**src/rtl/qmac_seq.sv**
```systemverilog
// Dot-product sequencer: accumulates len signed QN products into a 2N-bit sum with a sticky overflow flag.
// Optional QMAC_SAT_EN: clamp the accumulator on overflow instead of wrapping.
module qmac_seq #(
  parameter int Q     = 5,
  parameter int N     = 8,
  parameter int LEN_W = 8
) (
  input  logic               clk,
  input  logic               reset,
  input  logic               start,
  input  logic [LEN_W-1:0]   len,
  output logic               busy,
  input  logic               in_valid,
  output logic               in_ready,
  input  logic [N-1:0]       in_a,
  input  logic [N-1:0]       in_b,
  output logic               out_valid,
  input  logic               out_ready,
  output logic [2*N-1:0]     out_result,
  output logic               out_overflow
);

  localparam int AW = 2 * N;
  localparam logic [1:0] S_IDLE = 2'd0;
  localparam logic [1:0] S_RUN  = 2'd1;
  localparam logic [1:0] S_DONE = 2'd2;
  localparam logic [LEN_W-1:0] CNT_ONE = {{(LEN_W-1){1'b0}}, 1'b1};

  // Fractional bits must leave room for a sign bit in each operand.
  if (Q >= N) begin : g_q_range
    $error("qmac_seq: Q must be smaller than N");
  end

  logic [1:0]             state;
  logic signed [AW-1:0]   acc, prod, sum, acc_nxt;
  logic [LEN_W-1:0]       cnt;
  logic                   ovf, add_ovf, beat;

  assign beat    = (state == S_RUN) && in_valid;
  // N x N signed product fits exactly in 2N bits.
  assign prod    = $signed(in_a) * $signed(in_b);
  assign sum     = acc + prod;
  assign add_ovf = (acc[AW-1] == prod[AW-1]) && (sum[AW-1] != acc[AW-1]);

`ifdef QMAC_SAT_EN
  localparam logic signed [AW-1:0] ACC_MAX = {1'b0, {(AW-1){1'b1}}};
  localparam logic signed [AW-1:0] ACC_MIN = {1'b1, {(AW-1){1'b0}}};
  assign acc_nxt = add_ovf ? (acc[AW-1] ? ACC_MIN : ACC_MAX) : sum;
`else
  assign acc_nxt = sum;
`endif

  always_ff @(posedge clk or negedge reset) begin
    if (!reset) begin
      state <= S_IDLE;
      acc   <= '0;
      cnt   <= '0;
      ovf   <= 1'b0;
    end else begin
      case (state)
        S_IDLE: if (start) begin
          acc   <= '0;
          ovf   <= 1'b0;
          cnt   <= len;
          state <= (len == '0) ? S_DONE : S_RUN;
        end
        S_RUN: if (beat) begin
          acc <= acc_nxt;
          ovf <= ovf | add_ovf;
          cnt <= cnt - CNT_ONE;
          if (cnt == CNT_ONE) state <= S_DONE;
        end
        S_DONE: if (out_ready) state <= S_IDLE;
        default: state <= S_IDLE;
      endcase
    end
  end

  assign busy         = (state != S_IDLE);
  assign in_ready     = (state == S_RUN);
  assign out_valid    = (state == S_DONE);
  assign out_result   = acc;
  assign out_overflow = ovf;

endmodule

```
**config.mk**
```make
export PLATFORM = sky130hd
export DESIGN_NAME = qmac_seq
export DESIGN_NICKNAME = d
export VERILOG_FILES = /design/src/rtl/qmac_seq.sv
export SDC_FILE = /design/constraint.sdc
export NUM_CORES = 1
export LEC_CHECK = 0
export CAP_MARGIN = 25
export CORE_ASPECT_RATIO = 0.7
export CORE_MARGIN = 3
export CORE_UTILIZATION = 40
export DETAILED_ROUTE_END_ITERATION = 7
export DONT_BUFFER_PORTS = 1
export SYNTH_ARGS = -nofsm -noshare
export SYNTH_HDL_FRONTEND = slang
export SYNTH_SLANG_ARGS = --single-unit
```
**constraint.sdc**
```tcl
create_clock -name clk -period 2.8 [get_ports clk]
set_input_delay 0.56 -clock clk [delete_from_list [all_inputs] [get_ports clk]]
set_output_delay 0.56 -clock clk [all_outputs]
set_load 0.05 [all_outputs]
```
# After elaboration in Yosys (flattened, before gate mapping)
# Cells that the tools add are included.
[classes]
addsub = 2
n_mul = 1
n_eq_ne = 9
muxes = 15
bitwise_logic = 1
n_reduce_logical = 8
[ops]
columns = ["operator", "count"]
rows = [
  ["16-bit two-way mux", 2],
  ["16-bit case mux with 2 select lines", 1],
  ["16-bit adder", 1],
  ["8-bit by 8-bit multiplier with 16-bit output", 1],
  ["8-bit two-way mux", 2],
  ["8-bit case mux with 2 select lines", 1],
  ["2-bit two-way mux", 5],
  ["8-bit by 1-bit equality test with 1-bit output (second input constant)", 1],
  ["8-bit logical NOT", 1],
  ["8-bit by 1-bit subtractor with 8-bit output (second input constant)", 1],
  ["2-bit by 1-bit != test with 1-bit output (second input constant)", 3],
  ["2-bit case mux with 3 select lines", 1],
  ["4-bit AND reduction", 1],
  ["2-bit nonzero test", 2],
  ["3-bit AND reduction", 1],
  ["2-bit by 1-bit equality test with 1-bit output (second input constant)", 1],
  ["2-bit equality test (second input constant)", 1],
  ["1-bit logical AND", 2],
  ["2-bit logical NOT", 1],
  ["1-bit two-way mux", 2],
  ["2-bit != test (second input constant)", 1],
  ["1-bit case mux with 2 select lines", 1],
  ["1-bit equality test", 1],
  ["1-bit != test", 1],
  ["1-bit OR", 1],
]
[totals]
reg_bits = 27
inputBits = 29
out_inout_bits = 20
word_cells = 40

# Longest topological paths before layout
# Gate-level depths: netlist of run 1.
[depth]
depth_word = 7
mapped_depth = 25
mapped_depth_nobuf = 25

# Worst setup path after synthesis of run 1
# No wires, ideal clock.
[synth_path]
path_type = "input -> register"
from = "in in_b[4]"
to = "reg acc[15] (netlist: out_result[15])"
setup_ns = 0.128
arrival_time_ns = 5.421
t_required_ns = 2.672
slack_ns = -2.750
path_stages = 24
n_path_buf = 0
path_cell_list = "and2_1 -> fa_1 -> inv_1 -> fa_1 -> inv_1 -> fa_1 -> inv_1 -> fa_1 -> inv_1 -> ha_1 -> a21oi_1 -> o21bai_1 -> a21oi_1 -> o21ai_1 -> a21o_1 -> a21oi_1 -> xnor2_1 -> ha_1 -> a21o_1 -> nor2_1 -> a31oi_4 -> xnor2_1 -> a21oi_1 -> o22ai_1"
[synth_between]
elab_chain_cells = 4
[synth_rtl]
columns = ["item", "line", "text"]
rows = [
  ["start: declaration", "16", "input logic [N-1:0] in_b,"],
  ["8-bit by 8-bit multiplier with 16-bit output", "41", "assign prod = $signed(in_a) * $signed(in_b);"],
  ["16-bit adder", "42", "assign sum = acc + prod;"],
  ["16-bit two-way mux", "67", "S_RUN: if (beat) begin"],
  ["16-bit case mux with 2 select lines", "60", "case (state)"],
  ["end signal: assignment", "68", "acc <= acc_nxt;"],
  ["end: declaration", "35", "logic signed [AW-1:0] acc, prod, sum, acc_nxt;"],
]
# Every way passes these cells. The select of a mux whose other input is x is not followed.
# A chain may end at the register's enable or synchronous reset.

# Final worst setup path of run 1
[layout_path]
from = "in in_b[2]"
to = "reg acc[15] (netlist: out_result[15])"
# The elaborated chain is that of the path after synthesis.

==> out/results.ini, run 1 <==
[run_status]
status = finished with violations
failed_checks = setup timing

[critical_path]
crit_path_frequent_cell = fa_1
reg2reg_slack_ps = 470
critPathCaptureType = flop
r2r_start = out_result[0]
cpPeakStageDelay_ps = 520
cp_data_required_time_ps = 2950
arrival_ps = 5200
cp-endpoint = out_result[15]
path_max_fanout = 8
startpoint_type = input port
worst-setup-path-type = in -> reg
critical_path_cell_count = 25
crit_start = in_b[2]
reg2reg_depth = 11
critPathTopFamily = adder cells
path_buf_inv = 6
worstReg2RegEnd = out_result[12]
slowest_stage = fa_1

[routing]
vias = 3702
wl_um = 10550
postRouteAntennaNets = 0
avgRoutedWirePerCell_um = 14.14
drtIter0Drc = 179
drcViolationCount = 0
dr.pass1.iters = 4
vias_per_cell = 4.962

[layout]
syn_to_final_growth_pct = 29.12
finish.net_count = 730
post-route-util_pct = 53.99
n_antenna_cell = 0
drive_gt1_share_pct = 26.42
fillers = 954

[grt]
met3_usage_pct = 2.570
grt_pass1_wl_um = 17930
first_global_vias = 3736
antenna_found_initial = 0
grt_use_total_pct = 17.57
grt_overflow = 0
use_met2_pct = 28.49
grt_max_degree = 28
met1_usage_pct = 25.75
busiest_layer = met2

[synth]
ys_ff_latch = 27
synthesis.nets = 645
ys_types = 42
ys.warnings.count = 0
syn_inst = 514
synth_seq_area_share_pct = 15.37
syn-mean-instance-area_um2 = 8.551
syn_area_um2 = 4395

[floorplan]
core_um2 = 10510
die_y_um = 93.71
core.rowCount = 31
die_x_um = 131.3
start_util_pct = 41.82
ios = 49
die_area_um2 = 12300

[run]
max_cap_violations = 0

[clock_network]
cts-root-buf = clkbuf_16
clk_latency_ps = 270
clockBufferDepth = 2
cts_tree = done
numClockSinks = 27
clkSlewWorstSetupHoldPaths_ps = 80
htreeDepth = 1
cts_buffers = 3

[placed_design]
io_buffers = 0
hpwl_um = 8550
place_congestion = 0.8374

[sta]
fin_ws_ps = -2251
finClkSkew_ps = 4.470
rsz0062_at_grt = true
slew_headroom_pct = 55.54
fin_crit_ps = 5051
max_freq_ghz = 0.1980
worst_pin_slew_ps = 664.5
setup_viol = 13
slew_violations = 0
post-route-period-util_pct = 180.4
finalHoldViolCount = 0

[hold_path]
hold_path_class = in -> async

-- routing by layer --
metal | share of wire, % | up-vias
li1 | - | 1824
met3 | 3.5 | 4
met2 | 46 | 42
met1 | 50 | 1832
met5 | 0 | -
met4 | 0.62 | 0
-- synth_stat cells, drive strengths merged --
master | count | area [um^2]
a211oi | 2 | 15.01
a21o | 8 | 60.06
a21oi | 31 | 155.2
a22o | 2 | 17.52
a22oi | 1 | 7.510
a311oi | 1 | 15.01
a31o | 2 | 17.52
a31oi | 3 | 33.78
and2 | 42 | 262.8
clkbuf | 7 | 26.28
dfrtp | 27 | 675.7
fa | 56 | 1121
ha | 46 | 575.6
inv | 97 | 364.1
mux2i | 2 | 20.02
nand2 | 45 | 168.9
nand2b | 6 | 37.54
nand3 | 4 | 20.02
nand3b | 1 | 7.510
nand4 | 6 | 37.54
nor2 | 33 | 123.9
nor2b | 4 | 25.02
nor3 | 7 | 35.03
nor4 | 4 | 25.02
nor4bb | 1 | 10.01
o211ai | 2 | 20.02
o21a | 1 | 7.510
o21ai | 31 | 155.2
o21bai | 3 | 22.52
o221ai | 1 | 8.760
o22ai | 3 | 18.77
o31ai | 1 | 7.510
o32ai | 1 | 8.760
o41ai | 2 | 17.52
or2 | 1 | 6.260
or3 | 1 | 11.26
xnor2 | 16 | 140.1
xor2 | 13 | 113.9
-- sequential cells by signal, summed over array words and instances (netlist names) --
| signal | cells |
|---|---|
| out_overflow | 1 |
| cnt | 8 |
| state | 2 |
| out_result | 16 |
-- placed cells by master (no fill, tap or decap), drive strengths merged, types with 2 or more instances in the layout --
cell type	synthesis	layout
o22ai	3	3
o21bai	3	3
mux2i	2	2
nand2	45	45
and2	42	42
a22o	2	2
xor2	13	13
o21ai	31	31
a21oi	31	31
buf	0	87
nand4	6	6
ha	46	46
nor2b	4	4
nor2	33	33
nor3	7	7
a31o	2	2
o41ai	2	2
xnor2	16	16
nand2b	6	6
a211oi	2	2
fa	56	56
inv	97	98
a31oi	3	3
dfrtp	27	27
a21o	8	8
nor4	4	4
o211ai	2	2
nand3	4	4
clkbuf	7	3
-- what timing repair did --
item                                   CTS  global route
endpoints found under the hold margin   27             0
pin swaps                               27            13
setup buffers                            7             2
hold buffers                             1             0
gates resized for setup                 19            29
setup endpoints to repair               13            13
-- how the worst min path moves through the flow --
stage,start,end,slack (ps),cells past startpoint
after floorplan,reset,cnt[0],260,0
after global placement,reset,state[1],270,0
after detailed placement,reset,state[0],270,0
after CTS,reset,state[0],110,1
after global routing,reset,state[0],110,1
final,reset,state[0],100,1
-- logic make-up after synthesis --
| family | Yosys count | synth area share (%) |
|---|---|---|
| buf+inv | 104 | 8.881 |
| fa+ha+maj | 102 | 38.60 |
| xor+xnor | 29 | 5.778 |
| compound gates | 95 | 13.38 |
| simple gates | 155 | 17.53 |
| flops | 27 | 15.37 |
| mux | 2 | 0.4555 |
-- final cells by class --
type / count / area [um^2] / share of cell area, %
multi-input combinational: 383 / 3667 / 64.62
timing repair buffer: 87 / 699.4 / 12.32
sequential: 27 / 675.6 / 11.90
inverter: 97 / 364.1 / 6.415
tap: 148 / 185.2 / 3.263
clock buffer: 3 / 75.07 / 1.323
clock inverter: 1 / 8.758 / 0.1543
-- through the flow --
stage / cells / instance area [um^2] / TNS (ps) / worst slack (ps) / hold slack, ps
2_1_floorplan: 514 / 4533 / -20090 / -2410 / 264.4
3_3_place_gp: 732 / 5269 / -23660 / -2471 / 265.2
3_5_place_dp: 732 / 5269 / -24050 / -2559 / 265.2
4_1_cts: 744 / 5509 / -20850 / -2245 / 107.9
5_1_grt: 746 / 5675 / -22580 / -2461 / 108.1
6_report: 746 / 5675 / -20530 / -2251 / 98.43
Power of run 1 is not shown: default switching activity piles up to over one toggle a cycle in this logic, so the estimate is an artifact.
==> inputs of run 2 (changes only) <==
--- a/config.mk
+++ b/config.mk
@@ -10,7 +10,7 @@
 export CORE_MARGIN = 3
 export CORE_UTILIZATION = 40
 export DETAILED_ROUTE_END_ITERATION = 7
-export DONT_BUFFER_PORTS = 1
+export MAX_ROUTING_LAYER = met4
 export SYNTH_ARGS = -nofsm -noshare
 export SYNTH_HDL_FRONTEND = slang
 export SYNTH_SLANG_ARGS = --single-unit
==> constraint.sdc (replaced) <==
create_clock -name clk -period 5.99 [get_ports clk]
set_input_delay 1.198 -clock clk [delete_from_list [all_inputs] [get_ports clk]]
set_output_delay 1.198 -clock clk [all_outputs]
set_load 0.05 [all_outputs]
==> run 2 against run 1 <==
The run now ends clean. First-iteration DRC count down 0.56%. Worst setup slack better by 2400 ps. Die area is the same.
==> out/results.ini, run 2 (synthesized netlist as in run 1, its figures left out) <==
[run_status]
status = complete, no violations

[placed_design]
hpwl_um = 8846  ; +3.5%
preCtsSetupSlack_ps = -694.4  ; +1864 ps
place_congestion = 0.8969  ; +7.1%
io_buffers = 48  ; +48

[floorplan]
start_util_pct = 41.82  ; unchanged
die_x_um = 131.3  ; unchanged
core_um2 = 10510  ; unchanged
die_y_um = 93.71  ; unchanged
die_area_um2 = 12300  ; unchanged
core.rowCount = 31  ; unchanged
ios = 49  ; unchanged

[run]
max_cap_violations = 0  ; unchanged

[clock_network]
cts-root-buf = clkbuf_16
htreeDepth = 1  ; unchanged
clkSlewWorstSetupHoldPaths_ps = 70  ; about the same
cts_buffers = 3  ; unchanged
clockBufferDepth = 2  ; unchanged
clk_latency_ps = 270  ; about the same
cts_tree = done
numClockSinks = 27  ; unchanged

[routing]
vias_per_cell = 4.836  ; -2.6%
avgRoutedWirePerCell_um = 13.09  ; -7.4%
postRouteAntennaNets = 0  ; unchanged
dr.pass1.iters = 4  ; unchanged
drcViolationCount = 0  ; unchanged
wl_um = 10290  ; -2.5%
drtIter0Drc = 178  ; -0.56%
vias = 3801  ; +2.7%

[sta]
fin_ws_ps = 157.7  ; +2409 ps
fin_tns_setup_ps = 0  ; +20530 ps
finClkSkew_ps = 3.957  ; -0.5128 ps
slew_headroom_pct = 54.95  ; -0.59 points
setup_viol = 0  ; -13
max_freq_ghz = 0.1715
finalHoldViolCount = 0  ; unchanged
rsz0062_at_grt = true
fin_crit_ps = 5832
worst_pin_slew_ps = 673.2  ; +8.760 ps
slew_violations = 0  ; unchanged
post-route-period-util_pct = 97.37

[layout]
regArea_um2 = 675.6  ; unchanged
finish.net_count = 770  ; +5.5%
syn_to_final_growth_pct = 33.48
n_antenna_cell = 0  ; unchanged
fillers = 968  ; +1.5%
multiInputGateArea_um2 = 3513  ; -4.2%
layout_commonest_cell = inv_1
largest_reg_flops = 16  ; unchanged
layout_common_cells = 90 x inv_1, 79 x buf_4, 54 x fa_1
drive_gt1_share_pct = 23.20  ; -3.2 points

[hold_path]
hold_path_class = reg -> reg

[grt]
grt_use_total_pct = 17.73  ; +0.16 points
antenna_found_initial = 0  ; unchanged
grt_max_degree = 28  ; unchanged
grt_pass1_wl_um = 17620  ; -1.7%
first_global_vias = 3693  ; -1.2%
grt_overflow = 0  ; unchanged

[critical_path]
cpPeakStageDelay_ps = 550  ; +30 ps
path_max_fanout = 6  ; -2
critPathCaptureType = flop
startpoint_type = input port
worst-setup-path-type = in -> reg
slowest_stage = fa_1
cp_data_required_time_ps = 6140  ; +3190 ps
arrival_ps = 5980  ; +780 ps

## run 2: changes by cell type in the layout (fill, tap and decap cells not counted), moves of 3 or more
cell | previous run | this run
o21ai_1 | 16 | 11
a21oi_2 | 9 | 5
buf_2 | 0 | 3
o21ai_2 | 5 | 2
a21oi_1 | 21 | 24
o21ai_0 | 9 | 18
ha_4 | 12 | 4
clkbuf_2 | 0 | 4
ha_1 | 32 | 39
clkdlybuf4s50_1 | 0 | 32
## run 2: cell type report
cell class	instances	area share, %
inverter	97	6.206
clock buffer	4	1.344
tap	148	3.156
timing repair buffer	127	17.89
sequential	27	11.52
multi-input combinational	383	59.88
## run 2: worst max-delay path, delay by kind of cell
| family | cells | cell delay [ps] |
|---|---|---|
| xor+xnor | 2 | 280 |
| simple gates | 2 | 300 |
| buf+inv | 5 | 270 |
| fa+ha+maj | 6 | 2570 |
| compound gates | 10 | 1350 |
## run 2: final timing paths
check / from / endpoint / slack, ps / depth (start not counted)
min in group asynchronous: reset / state[1] / 1310 / 2
setup reg to reg: out_result[0] / out_result[10] / 3560 / 11
hold reg to reg: out_result[3] / out_result[3] / 510 / 2
setup / recovery: in_a[4] / out_result[15] / 160 / 25
hold / removal: out_result[3] / out_result[3] / 510 / 2
max in group asynchronous: reset / out_result[0] / 4400 / 2
## run 2: per-stage QoR
| stage | util [%] | hold WS [ps] | cells | cell area [um^2] |
|---|---|---|---|---|
| after floorplan | - | 478.3 | 514 | 4429 |
| after global placement | 53.65 | 494.5 | 779 | 5639 |
| after detailed placement | 53.65 | 499.3 | 779 | 5639 |
| after CTS | 54.89 | 514.6 | 785 | 5769 |
| after global routing | 55.81 | 572.7 | 786 | 5867 |
| final | 55.81 | 513.4 | 786 | 5867 |
## run 2: repair_timing
action / in CTS / in global routing
endpoints found under the setup margin: 7 / 5
setup buffers: 2 / 1
hold buffers: 0 / 0
gates resized for setup: 69 / 56
pin swaps: 25 / 32
## run 2: layer usage
layer	up-vias	wire, um	track usage (%)
met5	-	0	-
met4	0	87	2.273
met3	9	511	2.463
met2	83	4452	25.86
met1	1801	5236	27.02
li1	1908	-	-
Power of run 2 is left out for the same reason.
